## config.mk

```make
export PLATFORM = sky130hd
export DESIGN_NAME = axis_pack_result
export DESIGN_NICKNAME = d
export VERILOG_FILES = /design/src/rtl/axis_pack_result.sv
export SDC_FILE = /design/constraint.sdc
export NUM_CORES = 1
export LEC_CHECK = 0
export CORE_ASPECT_RATIO = 1.25
export CORE_MARGIN = 2
export CORE_UTILIZATION = 48
export CTS_CLUSTER_SIZE = 8
export DETAILED_ROUTE_END_ITERATION = 8
export GPL_ROUTABILITY_DRIVEN = 0
export PLACE_DENSITY = 0.77
export SYNTH_ARGS = -nofsm -noshare
export SYNTH_HDL_FRONTEND = slang
export SYNTH_SLANG_ARGS = --single-unit
```

## constraint.sdc

```tcl
create_clock -name clk -period 25.7 [get_ports clk]
set_input_delay 5.14 -clock clk [delete_from_list [all_inputs] [get_ports clk]]
set_output_delay 5.14 -clock clk [all_outputs]
set_load 0.02 [all_outputs]
```

## src/rtl/axis_pack_result.sv

```systemverilog
// axis_pack_result: serializes wide per-row result words from the PE engine
// onto a narrow AXI-Stream master toward the DMA.
//
// The block holds up to two rows in a ping-pong buffer. Each row is sent as
// BEATS beats, least significant first. tlast is raised on the final beat of
// every ROWS_PER_FRAME-th row, and frame_done pulses one cycle after the tlast
// beat handshakes.
//
// Optional build macro PACK_SAT16_EN: when defined, each signed accumulator is
// saturated to a signed 16-bit lane before buffering. This halves PACKED_W at
// the defaults. When it is undefined, the raw ACC_WIDTH lanes pass through.
module axis_pack_result #(
  parameter int KERNEL_SIZE    = 16,
  parameter int ACC_WIDTH      = 32,
  parameter int M_WIDTH        = 128,
  parameter int ROWS_PER_FRAME = 16
) (
  input  logic                             clk,
  input  logic                             rstn,
  input  logic [ACC_WIDTH*KERNEL_SIZE-1:0] s_axis_tdata,
  input  logic                             s_axis_tvalid,
  output logic                             s_axis_tready,
  output logic [M_WIDTH-1:0]               m_axis_tdata,
  output logic                             m_axis_tvalid,
  input  logic                             m_axis_tready,
  output logic                             m_axis_tlast,
  output logic                             frame_done
);

`ifdef PACK_SAT16_EN
  localparam int LANE_W = 16;
`else
  localparam int LANE_W = ACC_WIDTH;
`endif
  localparam int PACKED_W = LANE_W * KERNEL_SIZE;
  localparam int BEATS    = PACKED_W / M_WIDTH;
  localparam int BEAT_W   = (BEATS > 1) ? $clog2(BEATS) : 1;
  localparam int ROW_W    = (ROWS_PER_FRAME > 1) ? $clog2(ROWS_PER_FRAME) : 1;

  localparam logic [BEAT_W-1:0] LAST_BEAT = BEAT_W'(BEATS - 1);
  localparam logic [ROW_W-1:0]  LAST_ROW  = ROW_W'(ROWS_PER_FRAME - 1);

  typedef enum logic {
    IDLE = 1'b0,
    SEND = 1'b1
  } state_t;

  // ---------------------------------------------------------------------
  // Lane packing: optionally saturate each accumulator to 16 bits.
  // ---------------------------------------------------------------------
  logic [PACKED_W-1:0] packed_row;

  genvar gi;
  generate
    for (gi = 0; gi < KERNEL_SIZE; gi++) begin : g_lane
`ifdef PACK_SAT16_EN
      logic [ACC_WIDTH-1:0] acc;
      logic                 pos_ovf;
      logic                 neg_ovf;
      assign acc = s_axis_tdata[gi*ACC_WIDTH +: ACC_WIDTH];
      // The value fits in 16 signed bits only if bits [ACC_WIDTH-1:15]
      // all equal the sign bit. Otherwise the sign picks the rail.
      assign pos_ovf = ~acc[ACC_WIDTH-1] &  (|acc[ACC_WIDTH-2:15]);
      assign neg_ovf =  acc[ACC_WIDTH-1] & ~(&acc[ACC_WIDTH-2:15]);
      assign packed_row[gi*16 +: 16] = pos_ovf ? 16'h7FFF :
                                       neg_ovf ? 16'h8000 : acc[15:0];
`else
      assign packed_row[gi*LANE_W +: LANE_W] = s_axis_tdata[gi*ACC_WIDTH +: ACC_WIDTH];
`endif
    end
  endgenerate

  // ---------------------------------------------------------------------
  // State
  // ---------------------------------------------------------------------
  logic [PACKED_W-1:0] buf_q [2];
  logic                wr_ptr_q, wr_ptr_d;
  logic                rd_ptr_q, rd_ptr_d;
  logic [1:0]          count_q, count_d;
  logic                s_ready_q, s_ready_d;
  state_t              state_q, state_d;
  logic [BEAT_W-1:0]   beat_cnt_q, beat_cnt_d;
  logic [ROW_W-1:0]    row_cnt_q, row_cnt_d;
  logic                frame_done_q, frame_done_d;

  logic push;
  logic beat_hs;
  logic beat_last;
  logic row_last;
  logic pop;

  // The head row is split into beat slots, so the output is a plain mux of
  // buffer registers selected by beat_cnt.
  logic [PACKED_W-1:0] head_row;
  logic [M_WIDTH-1:0]  head_beats [BEATS];

  assign head_row = buf_q[rd_ptr_q];

  generate
    for (gi = 0; gi < BEATS; gi++) begin : g_beat
      assign head_beats[gi] = head_row[gi*M_WIDTH +: M_WIDTH];
    end
  endgenerate

  // Handshake decode and next-state computation for the buffer, the
  // serializer and the framing counters.
  always_comb begin
    push         = s_axis_tvalid && s_ready_q;
    beat_hs      = (state_q == SEND) && m_axis_tready;
    beat_last    = (beat_cnt_q == LAST_BEAT);
    row_last     = (row_cnt_q == LAST_ROW);
    pop          = beat_hs && beat_last;

    wr_ptr_d     = wr_ptr_q;
    rd_ptr_d     = rd_ptr_q;
    count_d      = count_q;
    beat_cnt_d   = beat_cnt_q;
    row_cnt_d    = row_cnt_q;
    state_d      = state_q;
    frame_done_d = 1'b0;

    if (push) begin
      wr_ptr_d = ~wr_ptr_q;
    end
    if (pop) begin
      rd_ptr_d = ~rd_ptr_q;
    end

    case ({push, pop})
      2'b10:   count_d = count_q + 2'd1;
      2'b01:   count_d = count_q - 2'd1;
      default: count_d = count_q;
    endcase

    if (beat_hs) begin
      beat_cnt_d = beat_last ? '0 : beat_cnt_q + BEAT_W'(1);
    end

    if (pop) begin
      row_cnt_d    = row_last ? '0 : row_cnt_q + ROW_W'(1);
      frame_done_d = row_last;
    end

    case (state_q)
      // Move to SEND the cycle a row lands, so beat 0 appears one cycle
      // after the input handshake.
      IDLE: begin
        if (push || (count_q != 2'd0)) begin
          state_d    = SEND;
          beat_cnt_d = '0;
        end
      end
      // Keep sending while a row is still buffered after a pop,
      // including a row written in the same cycle.
      SEND: begin
        if (pop && (count_d == 2'd0)) begin
          state_d = IDLE;
        end
      end
      default: state_d = IDLE;
    endcase

    // tready is registered from the next occupancy, so it never depends
    // combinationally on m_axis_tready.
    s_ready_d = (count_d != 2'd2);
  end

  // Control registers with synchronous active-low reset.
  always_ff @(posedge clk) begin
    if (!rstn) begin
      wr_ptr_q     <= 1'b0;
      rd_ptr_q     <= 1'b0;
      count_q      <= 2'd0;
      s_ready_q    <= 1'b0;
      state_q      <= IDLE;
      beat_cnt_q   <= '0;
      row_cnt_q    <= '0;
      frame_done_q <= 1'b0;
    end else begin
      wr_ptr_q     <= wr_ptr_d;
      rd_ptr_q     <= rd_ptr_d;
      count_q      <= count_d;
      s_ready_q    <= s_ready_d;
      state_q      <= state_d;
      beat_cnt_q   <= beat_cnt_d;
      row_cnt_q    <= row_cnt_d;
      frame_done_q <= frame_done_d;
    end
  end

  // Row storage. The write slot never equals the head slot while it is
  // being sent, so the beats on the output stay stable.
  always_ff @(posedge clk) begin
    if (push) begin
      buf_q[wr_ptr_q] <= packed_row;
    end
  end

  // Output drive: the outputs come only from registers, and they are zero
  // when nothing is being sent.
  always_comb begin
    s_axis_tready = s_ready_q;
    m_axis_tvalid = (state_q == SEND);
    m_axis_tdata  = (state_q == SEND) ? head_beats[beat_cnt_q] : '0;
    m_axis_tlast  = (state_q == SEND) && row_last && beat_last;
    frame_done    = frame_done_q;
  end

endmodule

```

Word-level counts from Yosys, hierarchy flattened
Memories as Yosys holds them, arrays and structs flattened. A register that Yosys moved wholly into a read port is not among the register bits. Cells that the tools add are included.

Bits of input ports: 516. Output and inout bits: 132. Memories: 1. Memory bits (writable): 1024. Logic and storage cells: 50. Bits in registers: 13.

Memory list: buf_q (words 2, width 512, read ports 1, clocked after Yosys merged registers in 1, wr ports 1, RTL line 76) `logic [PACKED_W-1:0] buf_q [2];`.

Multiplexer cells: 17. Equality and inequality tests: 5. Reductions and logical operators: 10. $add $sub $neg: 4. $lt $le $gt $ge: 1. Bitwise logic cells: 4.

Operators with widths (number): $mux W128 (3); $bmux W128 S2 (1); $mux W2 (4); $logic_and A1 B1 Y1 (6); $mux W1 (6); $add A2 B1 Y2 const B (2); $add A4 B1 Y4 const B (1); $eq A2 B2 Y1 const B (2); $eq A4 B4 Y1 const B (1); $mux W4 (1); $pmux W2 S2 (1); $ge A3 B3 Y1 const B (1); $not A1 Y1 (3); $not A2 Y3 (1); $eq A2 B1 Y1 const B (1); $logic_not A2 Y1 (1); $ne A2 B2 Y1 const B (1); $pmux W1 S2 (1); $reduce_and A2 Y1 (1); $reduce_bool A2 Y1 (1); $sub A2 B1 Y2 const B (1); $logic_or A1 B1 Y1 (1).

Depth between registers and ports, before layout
Gate-level depths: netlist of the first run.

Word-level depth: 8. Depth in mapped cells: 7. Mapped depth without buffers: 7.

Least setup slack after synthesis of the first run
No wires, ideal clock.

Kind: input to register. Start: in s_axis_tvalid. End: mem buf_q[0][0] (netlist bit) (enable). Data required time: 24299 ps. Stages: 2. Path buffers: 0. Library setup time: 1401 ps. Path slack: -2119 ps. Data arrival time: 26418 ps. Cell sequence: nand2_1 -> nor2_1.

Word-level cells in the longest chain between the ends: 3.

Ends and longest elaborated chain: from (decl) (RTL line 21) `input logic s_axis_tvalid,`; $logic_and A1 B1 Y1 (RTL line 108) `push = s_axis_tvalid && s_ready_q;`; $mux W1 (RTL line 194) `if (push) begin`; $mux W1 (implied by the code) (RTL line 195) `buf_q[wr_ptr_q] <= packed_row;`; to (decl) (RTL line 76).

Every way passes these cells.

Worst setup path after layout of the first run
Start: reg beat_cnt_q[0]. End: out m_axis_tdata[26].

Word-level cells in the longest chain between the ends: 5.

Ends and longest elaborated chain: from (decl) (RTL line 82) `logic [BEAT_W-1:0] beat_cnt_q, beat_cnt_d;`; from (signal assigned) (RTL line 185) `beat_cnt_q <= beat_cnt_d;`; $not A2 Y3 (implied by the code) (RTL line 204) `m_axis_tdata = (state_q == SEND) ? head_beats[beat_cnt_q] : '0;`; $bmux W128 S2 (RTL line 204); $mux W128 (implied by the code) (2 in series) (RTL line 204); $mux W128 (RTL line 204); to (decl) (RTL line 23) `output logic [M_WIDTH-1:0] m_axis_tdata,`.

Every way passes these cells. The select of a mux whose other input is x is not followed.

==> flow_summary.ini, run 1 <==
[outcome]
status = finished clean

[power]
p_leak_nw = 16.0
p_per_area_mw_per_mm2 = 77.9
ir_drop_mv = 0.0766

[clock_network]
cts-resized-gates = 0
postCtsSetupRepairBufs = 0
tritoncts = yes
clk_pin_slew_ns = 0.05
cts_root_buf = clkbuf_16
numClockSinks = 1038
clock_latency_ns = 0.70
htreeDepth = 4
numCtsBuffers = 148
postCtsHoldBufs = 0
clockBufferDepth = 3

[route]
firstDrtPassIters = 5
ant_nets = 0
wl_met2_um = 48900
drt-total-wl_um = 92800
viasPerCell = 5.60
drc = 0
wl_met1_um = 31200
vias = 20000
dr_wl_met3_um = 8740
top_layer = met5
drt_iter0_drc = 1845
wl_per_cell_um = 26.0

[setup_path]
start_kind = flop
crit_path_top_delay_cell = dfxtp_4
critPathBufInv = 4
worstPathArrival_ns = 5.40
crit_path_max_incr_delay_ns = 0.85
end_kind = output pin
cp_max_fo = 42
worst-setup-path-type = reg2out
cpLargestDelayFamily = buffers and inverters
path_common_cell = buf_4
path_cells = buf_4 > buf_4 > buf_4 > mux4_2 > mux2i_1 > nor2_1 > clkdlybuf4s50_1
cp.required_ns = 20.56

[synth]
yosysTopAreaCellShare = 0.779
ys_warn_count = 0
synth-seq-area-share = 0.786
ys_ff_latch = 1038
netlist_area_sq_mm = 0.0395
synth_cell_type_count = 28
synth_area_per_cell_sq_um = 23.3
ys_top_cells_by_area = edfxtp_1, mux4_2, mux2i_1
synth.largest_area_cell = edfxtp_1
syn-num-nets = 2210
postSynthCellCount = 1691

[placed_design]
io_buffers = 647
dp_hpwl_um = 59300
place_area_sq_mm = 0.0469

[timing]
drv_slew = 0
setup_tns_ns = 0
clock_skew_ns = 0.0219
report.final.hold_viol_count = 0
max_freq_mhz = 94.9
period_share = 0.410
max_slew.worst_pin.slew_ns = 1.28
setup_viol = 0
slew_headroom = 0.146
period_needed_ns = 10.54
rsz0062_at_grt = false

[die]
die_x_um = 260
rows = 117
core_area_sq_mm = 0.0814
dieArea_sq_mm = 0.0845
io_pins = 648
initial_core_util = 0.485
dieHeight_um = 325

[run]
maxCapViolCount = 0

[final_layout]
utilization = 0.628
syn_to_final_growth_pct = 29.6
drive_gt1_frac = 0.183
final_area_sq_mm = 0.0511
nNetsFinal = 2943

[grt]
grt_pass1_vias = 22000
grt_use_total = 0.220
antenna_found_initial = 54
overflow = 0
grt_pass1_wl_um = 136000
grt_max_degree = 188

[worst_hold_path]
worstHoldPathType = reg2reg
==> cells in the mapped netlist (all sizes together) <==
| cell type | n |
|---|---|
| nor3 | 1 |
| mux2i | 130 |
| xnor2 | 2 |
| nand2 | 4 |
| dfxtp | 14 |
| clkinv | 1 |
| edfxtp | 1024 |
| a211oi | 1 |
| o21ai | 5 |
| xor2 | 5 |
| or3 | 2 |
| nand2b | 1 |
| a21oi | 3 |
| clkbuf | 20 |
| nand4 | 2 |
| inv | 3 |
| ha | 3 |
| buf | 67 |
| and3 | 1 |
| o2bb2ai | 1 |
| a221oi | 1 |
| mux4 | 256 |
| nor2 | 140 |
| nand3 | 3 |
| a31oi | 1 |
==> worst reg2reg max path, stage by stage, from the launching register on <==
cell	delay, ns
dfxtp_1	0.41
and3_4	0.85
buf_4	0.83
buf_4	0.98
buf_4	0.96
==> cell families (layout without fill, tap and decap cells) <==
logic type | after synthesis | in the layout | share of synthesized area
flops | 1038 | 1038 | 0.786
buf+inv | 91 | 855 | 0.0149
simple gates | 154 | 154 | 0.0152
mux | 386 | 386 | 0.179
compound gates | 12 | 12 | 0.00181
other cells | 0 | 39 | 0
xor+xnor | 7 | 7 | 0.00155
fa+ha+maj | 3 | 3 | 0.000951
==> routing by layer <==
metal,vias up,global-route usage
met4,32,0.116
met1,10200,0.242
li1,8547,-
met2,895,0.373
met3,240,0.0788
met5,-,0
==> registers in the layout, indices dropped and copies added (netlist names), named ones only <==
| signal | cells |
|---|---|
| beat_cnt_q | 2 |
| row_cnt_q | 4 |
| buf_q | 1024 |
| wr_ptr_q | 1 |
| count_q | 2 |
| s_axis_tready | 1 |
| m_axis_tvalid | 1 |
| frame_done | 1 |
| rd_ptr_q | 1 |
==> worst paths after layout <==
path                       startpoint                      end  slack, ns  cells after the start
max          beat_cnt_q[0]$_SDFF_PN0_         m_axis_tdata[26]      15.16                      7
min             rd_ptr_q$_SDFFE_PN0N_    rd_ptr_q$_SDFFE_PN0N_       0.50                      2
max reg2reg     wr_ptr_q$_SDFFE_PN0P_  buf_q[1][171]$_DFFE_PP_      21.18                      4
min reg2reg     rd_ptr_q$_SDFFE_PN0N_    rd_ptr_q$_SDFFE_PN0N_       0.50                      2
==> cell usage in the layout, fill, tap and decap left out, types with 5 or more instances in the layout <==
cell type        count
clkbuf_16          152
mux2i_1            130
xor2_1               5
clkdlybuf4s50_1    647
clkbuf_1            16
diode_2             39
buf_4               21
edfxtp_1          1024
mux4_2             256
o21ai_0              5
nor2_1             139
dfxtp_1             11
==> metrics by stage <==
stage | power, mW | hold slack [ns] | cells | worst slack (ns)
finish | 3.99 | 0.504 | 3565 | 15.16
CTS | 4.03 | 0.512 | 3526 | 14.87
global placement | 2.27 | 0.469 | 3345 | 15.73
global route | 4.11 | 0.543 | 3558 | 14.62
floorplan | 2.16 | 0.458 | 1691 | 6.58
detailed placement | 2.29 | 0.496 | 3345 | 15.66
==> area by class of cell <==
class / instances / area (sq um)
Inverter: 4 / 17.5
Clock inverter: 12 / 231
Sequential cell: 1038 / 31000
Clock buffer: 169 / 3880
Tap cell: 1071 / 1340
Timing Repair Buffer: 670 / 6670
Antenna cell: 39 / 97.6
Fill cell: 5495 / 30300
Multi-Input combinational cell: 562 / 7850
==> where the power goes <==
part	switching [mW]	leakage (nW)	internal, mW
Combinational	0.139	4.48	0.157
Clock	0.674	2.00	1.05
Sequential	0.0191	9.51	1.94
Total	0.832	16.0	3.15
No activity file was read; power rests on OpenSTA's default activity.
==> inputs of run 2 (changes only) <==
clock period = 9.17 ns   (was 25.7 ns; I/O delays follow)
==> run 2 against run 1 <==
Against the previous run: die area unchanged; combinational power rose to 2.8 times the previous value; via count down 0.25%; sequential power grew to 2.8 times the previous value; wire length grew 0.17%; worst hold slack about the same; clock skew down 0.0041 ns; flip-flop and latch count is the same; non-clock buffer count fell by 4; highest routed layer unchanged.
==> flow_summary.ini, run 2 (same netlist as run 1, synthesis figures left out) <==
[power]
power.total_mw = 11.1
p_per_area_mw_per_mm2 = 217
ir_drop_mv = 0.181
p_leak_nw = 15.9

[final_layout]
finalNonFillerCells = 3554
layout_commonest_cell = edfxtp_1
largest_reg_flops = 1024
syn_to_final_growth_pct = 29.4
top_register = buf_q
nNetsFinal = 2938
drive_gt1_frac = 0.180
fill_cells = 5434
multi_input_area_sq_mm = 0.00786
regArea_sq_mm = 0.0310
reg_top3 = buf_q x1024, row_cnt_q x4
mostFrequentLayoutCells = edfxtp_1, clkdlybuf4s50_1, mux4_2
utilization = 0.627
final_area_sq_mm = 0.0511

[die]
core_area_sq_mm = 0.0814
die_x_um = 260
rows = 117
dieHeight_um = 325
io_pins = 648
initial_core_util = 0.485
dieArea_sq_mm = 0.0845

[placed_design]
dpl.cell_count = 3341
place_area_sq_mm = 0.0470
io_buffers = 647
dp_hpwl_um = 58800

[setup_path]
timing.rr.end = buf_q[1][83]$_DFFE_PP_
cp.required_ns = 7.34
worstPathArrival_ns = 4.08
worst-setup-path-type = reg2out
worst-r2r-setup-slack_ns = 6.08
start_kind = flop
cp_max_fo = 103
worstReg2RegStart = s_axis_tready$_SDFF_PN0_
end_kind = output pin
ff2ff_path_depth = 3

[timing]
period_needed_ns = 5.91
setup_viol = 0
rsz0062_at_grt = false
max_freq_mhz = 169
holdWs_ns = 0.503
drv_slew = 0
report.final.hold_viol_count = 0
max_slew.worst_pin.slew_ns = 1.18
slew_headroom = 0.211
clock_skew_ns = 0.0178
period_share = 0.645

[clock_network]
numClockSinks = 1038
postCtsHoldBufs = 0
clockBufferDepth = 3
clock_latency_ns = 0.73
cts-resized-gates = 0
numCtsBuffers = 147
clk_pin_slew_ns = 0.04
htreeDepth = 4
cts_root_buf = clkbuf_16
postCtsSetupRepairBufs = 0
tritoncts = yes

[worst_hold_path]
holdCritStartpoint = rd_ptr_q$_SDFFE_PN0N_
min_to = rd_ptr_q$_SDFFE_PN0N_
whs_path_depth = 2
worstHoldPathType = reg2reg

[route]
firstDrtPassIters = 5
vias = 19900
drc = 0
viasPerCell = 5.60
ant_nets = 0
wl_per_cell_um = 26.2
drt-total-wl_um = 93000
drt_iter0_drc = 1622

[grt]
antenna_found_initial = 48
grt_pass1_vias = 22200
grt_use_total = 0.220
overflow = 0
grt_max_degree = 148
grt_pass1_wl_um = 136000

[outcome]
status = finished clean

[run]
maxCapViolCount = 0
==> run 2: cell types whose count changed in the layout (fill, tap and decap cells not counted), sizes merged <==
| cell | before | now |
|---|---|---|
| clkinv | 10 | 3 |
| diode | 39 | 33 |
| buf | 23 | 19 |
| inv | 6 | 10 |
| clkbuf | 169 | 171 |
==> run 2: layer usage <==
| metal | GRT usage | vias up | part of all wire |
|---|---|---|---|
| li1 | - | 8540 | - |
| met1 | 0.240 | 10200 | 0.33 |
| met2 | 0.377 | 874 | 0.53 |
| met3 | 0.0793 | 229 | 0.091 |
| met4 | 0.112 | 32 | 0.041 |
| met5 | 0 | - | 0.0024 |
==> run 2: worst max path at each step <==
stage,cells past startpoint,from,endpoint,slack [ns]
floorplan,2,s_axis_tvalid,buf_q[0][0]$_DFFE_PP_,-0.75
global placement,5,beat_cnt_q[0]$_SDFF_PN0_,m_axis_tdata[116],3.90
detailed placement,5,beat_cnt_q[0]$_SDFF_PN0_,m_axis_tdata[116],3.90
CTS,5,beat_cnt_q[0]$_SDFF_PN0_,m_axis_tdata[116],3.12
global route,5,beat_cnt_q[0]$_SDFF_PN0_,m_axis_tdata[116],2.96
finish,5,beat_cnt_q[0]$_SDFF_PN0_,m_axis_tdata[116],3.26
==> run 2: stage by stage <==
step           worst slack (ns)  setup TNS (ns)
2_1_floorplan            -0.748         -383.13
3_3_place_gp               3.90               0
3_5_place_dp               3.90               0
4_1_cts                    3.12               0
5_1_grt                    2.96               0
6_report                   3.26               0
==> run 2: cell type report <==
cell class,instances,share of cell area
antenna,33,0.00162
clock buffer,171,0.0755
clock inverter,9,0.00250
inverter,4,0.000343
multi-input combinational,562,0.154
sequential,1038,0.608
tap,1071,0.0262
timing repair buffer,666,0.132
==> run 2: where the power goes <==
| part | switching (mW) | internal (mW) | leakage [nW] |
|---|---|---|---|
| clock | 1.85 | 2.92 | 1.95 |
| combinational | 0.392 | 0.443 | 4.48 |
| sequential | 0.0545 | 5.44 | 9.51 |
==> run 2: worst max-delay path, cell delays in order, from the launching register on <==
cell and delay [ns]:
dfxtp_4 0.77, buf_12 0.65, mux4_2 0.60, mux2i_1 0.46, nor2_1 0.13, clkdlybuf4s50_1 0.61
